[src/rtl/fc_partial_sum_accumulator.sv]
// Sums per-chunk ALU results for one neuron, saturates to SIZE, applies the activation, and queues outputs.
// Optional macro FC_ACC_RELU_EN selects ReLU; linear activation when it is undefined.
module fc_partial_sum_accumulator #(
  parameter int SIZE       = 16,
  parameter int PRECISION  = 11,
  parameter int ACC_GUARD  = 6,
  parameter int FIFO_DEPTH = 4,
  parameter int BEAT_W     = 8
) (
  input  logic              clk,
  input  logic              rst_n,
  input  logic              i_valid,
  input  logic [SIZE-1:0]   i_value,
  input  logic              i_last,
  output logic              o_ready,
  output logic              o_valid,
  output logic [SIZE-1:0]   o_value,
  input  logic              i_ready,
  output logic              o_busy,
  output logic [BEAT_W-1:0] o_beats,
  output logic              o_sat
);

  localparam int ACC_W = SIZE + ACC_GUARD;
  localparam int PTR_W = $clog2(FIFO_DEPTH);
  localparam int CNT_W = PTR_W + 1;
  localparam logic signed [SIZE-1:0]  OUT_MAX = {1'b0, {(SIZE-1){1'b1}}};
  localparam logic signed [SIZE-1:0]  OUT_MIN = {1'b1, {(SIZE-1){1'b0}}};
  localparam logic signed [ACC_W-1:0] SAT_MAX = {{ACC_GUARD{1'b0}}, OUT_MAX};
  localparam logic signed [ACC_W-1:0] SAT_MIN = {{ACC_GUARD{1'b1}}, OUT_MIN};

  if (PRECISION < 0 || PRECISION >= SIZE) begin : g_bad_precision
    $error("PRECISION must lie in [0, SIZE-1]");
  end
  if (FIFO_DEPTH < 2 || (FIFO_DEPTH & (FIFO_DEPTH - 1)) != 0) begin : g_bad_depth
    $error("FIFO_DEPTH must be a power of two >= 2");
  end

  typedef enum logic {IDLE, ACCUM} state_t;

  state_t                  state_reg, state_next;
  logic signed [ACC_W-1:0] acc_reg, acc_next;
  logic signed [ACC_W-1:0] ext_value, sum;
  logic [BEAT_W-1:0]       beats_reg, beats_next;
  logic                    sat_reg, sat_next;
  logic signed [SIZE-1:0]  clamped, result;
  logic                    clamp_hi, clamp_lo;
  logic                    accept, push, pop, fifo_full, fifo_empty;

  logic [PTR_W-1:0]        wr_ptr_reg, rd_ptr_reg;
  logic [CNT_W-1:0]        count_reg;
  logic [SIZE-1:0]         mem [FIFO_DEPTH];

  // Ready depends only on the registered count, so i_ready never reaches o_ready.
  assign fifo_full  = (count_reg == CNT_W'(FIFO_DEPTH));
  assign fifo_empty = (count_reg == '0);
  assign o_ready    = !fifo_full;
  assign accept     = i_valid && o_ready;
  assign push       = accept && i_last;
  assign pop        = !fifo_empty && i_ready;

  assign ext_value = {{ACC_GUARD{i_value[SIZE-1]}}, i_value};
  assign sum       = acc_reg + ext_value;
  assign clamp_hi  = (sum > SAT_MAX);
  assign clamp_lo  = (sum < SAT_MIN);

  always_comb begin
    clamped = sum[SIZE-1:0];
    if (clamp_hi) begin
      clamped = OUT_MAX;
    end else if (clamp_lo) begin
      clamped = OUT_MIN;
    end
  end

`ifdef FC_ACC_RELU_EN
  assign result = clamped[SIZE-1] ? '0 : clamped;
`else
  assign result = clamped;
`endif

  always_comb begin
    state_next = state_reg;
    acc_next   = acc_reg;
    beats_next = beats_reg;
    sat_next   = sat_reg;
    if (accept) begin
      if (i_last) begin
        state_next = IDLE;
        acc_next   = '0;
        beats_next = '0;
        if (clamp_hi || clamp_lo) begin
          sat_next = 1'b1;
        end
      end else begin
        state_next = ACCUM;
        acc_next   = sum;
        if (beats_reg != '1) begin
          beats_next = beats_reg + 1'b1;
        end
      end
    end
  end

  always_ff @(posedge clk) begin
    if (!rst_n) begin
      state_reg <= IDLE;
      acc_reg   <= '0;
      beats_reg <= '0;
      sat_reg   <= 1'b0;
    end else begin
      state_reg <= state_next;
      acc_reg   <= acc_next;
      beats_reg <= beats_next;
      sat_reg   <= sat_next;
    end
  end

  always_ff @(posedge clk) begin
    if (!rst_n) begin
      wr_ptr_reg <= '0;
      rd_ptr_reg <= '0;
      count_reg  <= '0;
    end else begin
      if (push) begin
        wr_ptr_reg <= wr_ptr_reg + 1'b1;
      end
      if (pop) begin
        rd_ptr_reg <= rd_ptr_reg + 1'b1;
      end
      count_reg <= count_reg + CNT_W'(push) - CNT_W'(pop);
    end
  end

  // Storage needs no reset; stale entries are unreachable once the pointers clear.
  always_ff @(posedge clk) begin
    if (push) begin
      mem[wr_ptr_reg] <= result;
    end
  end

  assign o_valid = !fifo_empty;
  assign o_value = fifo_empty ? '0 : mem[rd_ptr_reg];
  assign o_busy  = (state_reg == ACCUM);
  assign o_beats = beats_reg;
  assign o_sat   = sat_reg;

endmodule

[config.mk]
export PLATFORM = sky130hd
export DESIGN_NAME = fc_partial_sum_accumulator
export DESIGN_NICKNAME = d
export VERILOG_FILES = /design/src/rtl/fc_partial_sum_accumulator.sv
export SDC_FILE = /design/constraint.sdc
export NUM_CORES = 1
export LEC_CHECK = 0
export CELL_PAD_IN_SITES_DETAIL_PLACEMENT = 1
export CELL_PAD_IN_SITES_GLOBAL_PLACEMENT = 1
export CORE_ASPECT_RATIO = 0.6
export CORE_MARGIN = 2
export CORE_UTILIZATION = 44
export CTS_CLUSTER_SIZE = 10
export DETAILED_ROUTE_END_ITERATION = 8
export GPL_TIMING_DRIVEN = 0
export HOLD_SLACK_MARGIN = 0.05
export PLACE_DENSITY_LB_ADDON = 0.1
export SLEW_MARGIN = 0
export SYNTH_ARGS = -nofsm -noshare
export SYNTH_HDL_FRONTEND = slang
export SYNTH_SLANG_ARGS = --single-unit
[constraint.sdc]
create_clock -name clk -period 4.5 [get_ports clk]
set_input_delay 0.9 -clock clk [delete_from_list [all_inputs] [get_ports clk]]
set_output_delay 0.9 -clock clk [all_outputs]
set_load 0.02 [all_outputs]
==> metrics <==
min Tclk post-route 4360 ps; max-slew violations 0; cell-by-cell trace of the critical path clkdlybuf4s50_1 -> ha_1 -> and3_1 -> buf_6 -> and4_4 -> a221o_1 -> a211oi_1 -> a211oi_4 -> a21oi_2 -> a41oi_2 -> buf_6 -> a21oi_1; drt pass-1 iters 4; Longest Clk Path Bufs 2; Worst Hold Endpoint acc_reg[5]; DR WL/cell 19.7 um; status complete, no violations; leading area contributor after synthesis edfxtp_1; Area Overhead vs Synth 17.9%; total die area 0.0134 sq mm; Core Region 0.0121 sq mm; FP Rows 31; vias post-DR 4018; reg2reg start acc_reg[8]; Hold/Removal Path Class flip-flop to flip-flop; dpl hpwl 10.6 mm; Sw Share 35.4%; RR Endpoint mem[1][6]; Critical Path RT 4620 ps; post-synthesis cell area 0.00547 sq mm; global-route wire length before repair 22.8 mm; root buffer cell clkbuf_16; Ys Warns 0; vias in the first global route 4148; skew final 7.98 ps; Fill cells 1328; Antenna Cells 0; most frequent cells in the layout nor2_1 (64), edfxtp_1 (64), clkdlybuf4s50_1 (48); total global-route track usage 22.2%; number of synthesized flops with an enable pin 64; largest net degree at the start of global routing 20; Max-Cap Viols 0; initial antenna violation count 0; Clk pwr share 23.4%; number of buffers and inverters on the critical path 3; Cells after Synth 490; GR Overflow Total 0; register area share after synthesis 50.1%; PwrDens 507 mW/mm^2; sum of negative setup slack 0 ps; count of input and output buffers 48; count of final setup violators 0; setup bufs post-CTS 0; total nets after synthesis 541; Die Width 148 um; Slew Limit Headroom 38.6%; gp weighted congestion 0.818; Vias per Instance 5.59; Reg2Reg Depth 10; crit-path max cell delay 630 ps; Async S/R FF share, synth 0%; pre-CTS setup slack -222 ps; Die Span Y 90.4 um; ANT nets after route 0; Max VDD drop 0.287 mV; CP delay by family, top compound AO/OA/AOI/OAI gates; Worst EP arrival 4480 ps; post-synth cell types 57; clock transition at the registers of the reported paths 70 ps; Initial DRC Count 167; CTS buffer count 9; Crit-path slowest cell clkdlybuf4s50_1; CTS sink cnt 105; Seq pwr share 37.2%; register area 0.00274 sq mm; Starting Density 45.2%; Least-Margin Pin Slew 921 ps; final cell count without fillers 719; Internal 2.11 mW; I/O Pins 49; Switch Pwr 1.16 mW; Critical Path Start Type primary input; Logic pwr share 39.4%; syn avg cell area 11.2 sq um; WS Path Type primary input to flip-flop; CTS tree done; clock latency on the worst-skew pair 350 ps; max reg flops 64; Worst Min Path Start acc_reg[5]; r2r setup slk 800 ps; multi-input logic area 0.00256 sq mm; #FFs+latches synth 105; Tcrit/Tclk final 96.9%; Remaining DRCs 0; Worst path most repeated cell buf_6; count of final hold-check violations 0; fmax 229 MHz; worst hold stages 2; Post-Route WL 14.2 mm; CP Capture Type flip-flop; Lkg Pwr 2.36 nW; synth top area cells edfxtp_1 (35%), dfxtp_1 (15%), mux4_2 (6.6%); CTS H-tree lvls 3; top cell type's share of synthesized area 35.1%; worst setup margin 140 ps; dpl cells 703; ys flop type edfxtp_1; # nets final 600; fraction of layout cells with a size suffix above 1 10.8%; unrepaired setup endpoints after global routing no; worst-path fanout max 10
-- Yosys cell counts, drive strengths merged (3+ instances only) --
master / number
nor2: 66
edfxtp: 64
dfxtp: 41
a21oi: 36
o21ai: 29
ha: 28
nand2: 24
and2: 22
inv: 21
mux4: 16
clkbuf: 14
xnor2: 14
xor2: 13
nand3: 9
nor3: 9
a211oi: 7
a21o: 7
and3: 7
a22oi: 6
a2bb2oi: 5
buf: 5
nand4: 5
or3: 5
o21a: 3
o21bai: 3
o311ai: 3
-- power groups by stage --
stage	registers (mW)	logic [mW]	clock network (mW)
final	1.22	1.29	0.767
after global routing	1.23	1.41	0.814
after CTS	1.22	1.29	0.781
after detailed placement	1.24	1.28	0
after global placement	1.23	1.24	0
after floorplan	1.23	0.840	0
-- worst min-delay path: cells and delay by family, from the launching register on --
| kind | cells | cell delay (ps) |
|---|---|---|
| AOI/OAI and AO/OA | 1 | 60 |
| and+or+nand+nor | 1 | 70 |
| DFF | 1 | 340 |
-- final cells by class --
| type | count | share of cell area, % |
|---|---|---|
| flip-flops and latches | 105 | 42.5 |
| well taps | 165 | 3.20 |
| clock inverters | 6 | 0.892 |
| multi-input cells | 345 | 39.7 |
| clock buffers | 10 | 3.55 |
| inverters | 21 | 1.22 |
| repair buffers | 48 | 7.44 |
| plain buffers | 19 | 1.47 |
-- metrics by stage --
| stage | hold WS (ps) | total power, mW | area [sq um] | util [%] |
|---|---|---|---|---|
| 6_report | 501 | 3.27 | 6450 | 53.3 |
| 5_1_grt | 541 | 3.45 | 6450 | 53.3 |
| 4_1_cts | 505 | 3.29 | 6450 | 53.3 |
| 3_5_place_dp | 484 | 2.52 | 6160 | 50.9 |
| 3_3_place_gp | 457 | 2.47 | 6160 | 50.9 |
| 2_1_floorplan | 458 | 2.07 | 5470 | - |
-- worst max path at each step --
stage	start	to	cells after the start
floorplan	i_value[14]	mem[0][6]	10
global placement	i_value[15]	mem[2][0]	12
detailed placement	i_value[15]	mem[1][0]	12
CTS	i_value[15]	mem[3][2]	11
global route	i_value[15]	mem[1][0]	12
finish	i_value[15]	mem[3][1]	12
-- metal layers --
| metal | share of wire, % | wire length [um] | up-vias | global-route usage, % |
|---|---|---|---|---|
| met2 | 43 | 6140 | 67 | 32.4 |
| met5 | 0 | 0 | - | 0 |
| li1 | - | - | 1930 | - |
| met4 | 0.83 | 118 | 0 | 4.13 |
| met3 | 4.1 | 587 | 12 | 5.00 |
| met1 | 52 | 7350 | 2009 | 34.0 |
-- cells by family after synthesis --
family | synth area share, %
flops | 50.1
fa+ha+maj | 7.13
mux | 6.58
simple gates | 14.5
xor+xnor | 4.32
compound gates | 14.2
buf+inv | 3.18
-- timing repair --
item | CTS | global route
endpoints found under the setup margin | 0 | 32
gates resized for setup | 0 | 4
hold buffers | 0 | 0
Note: power is estimated with default switching activity, not from simulation.
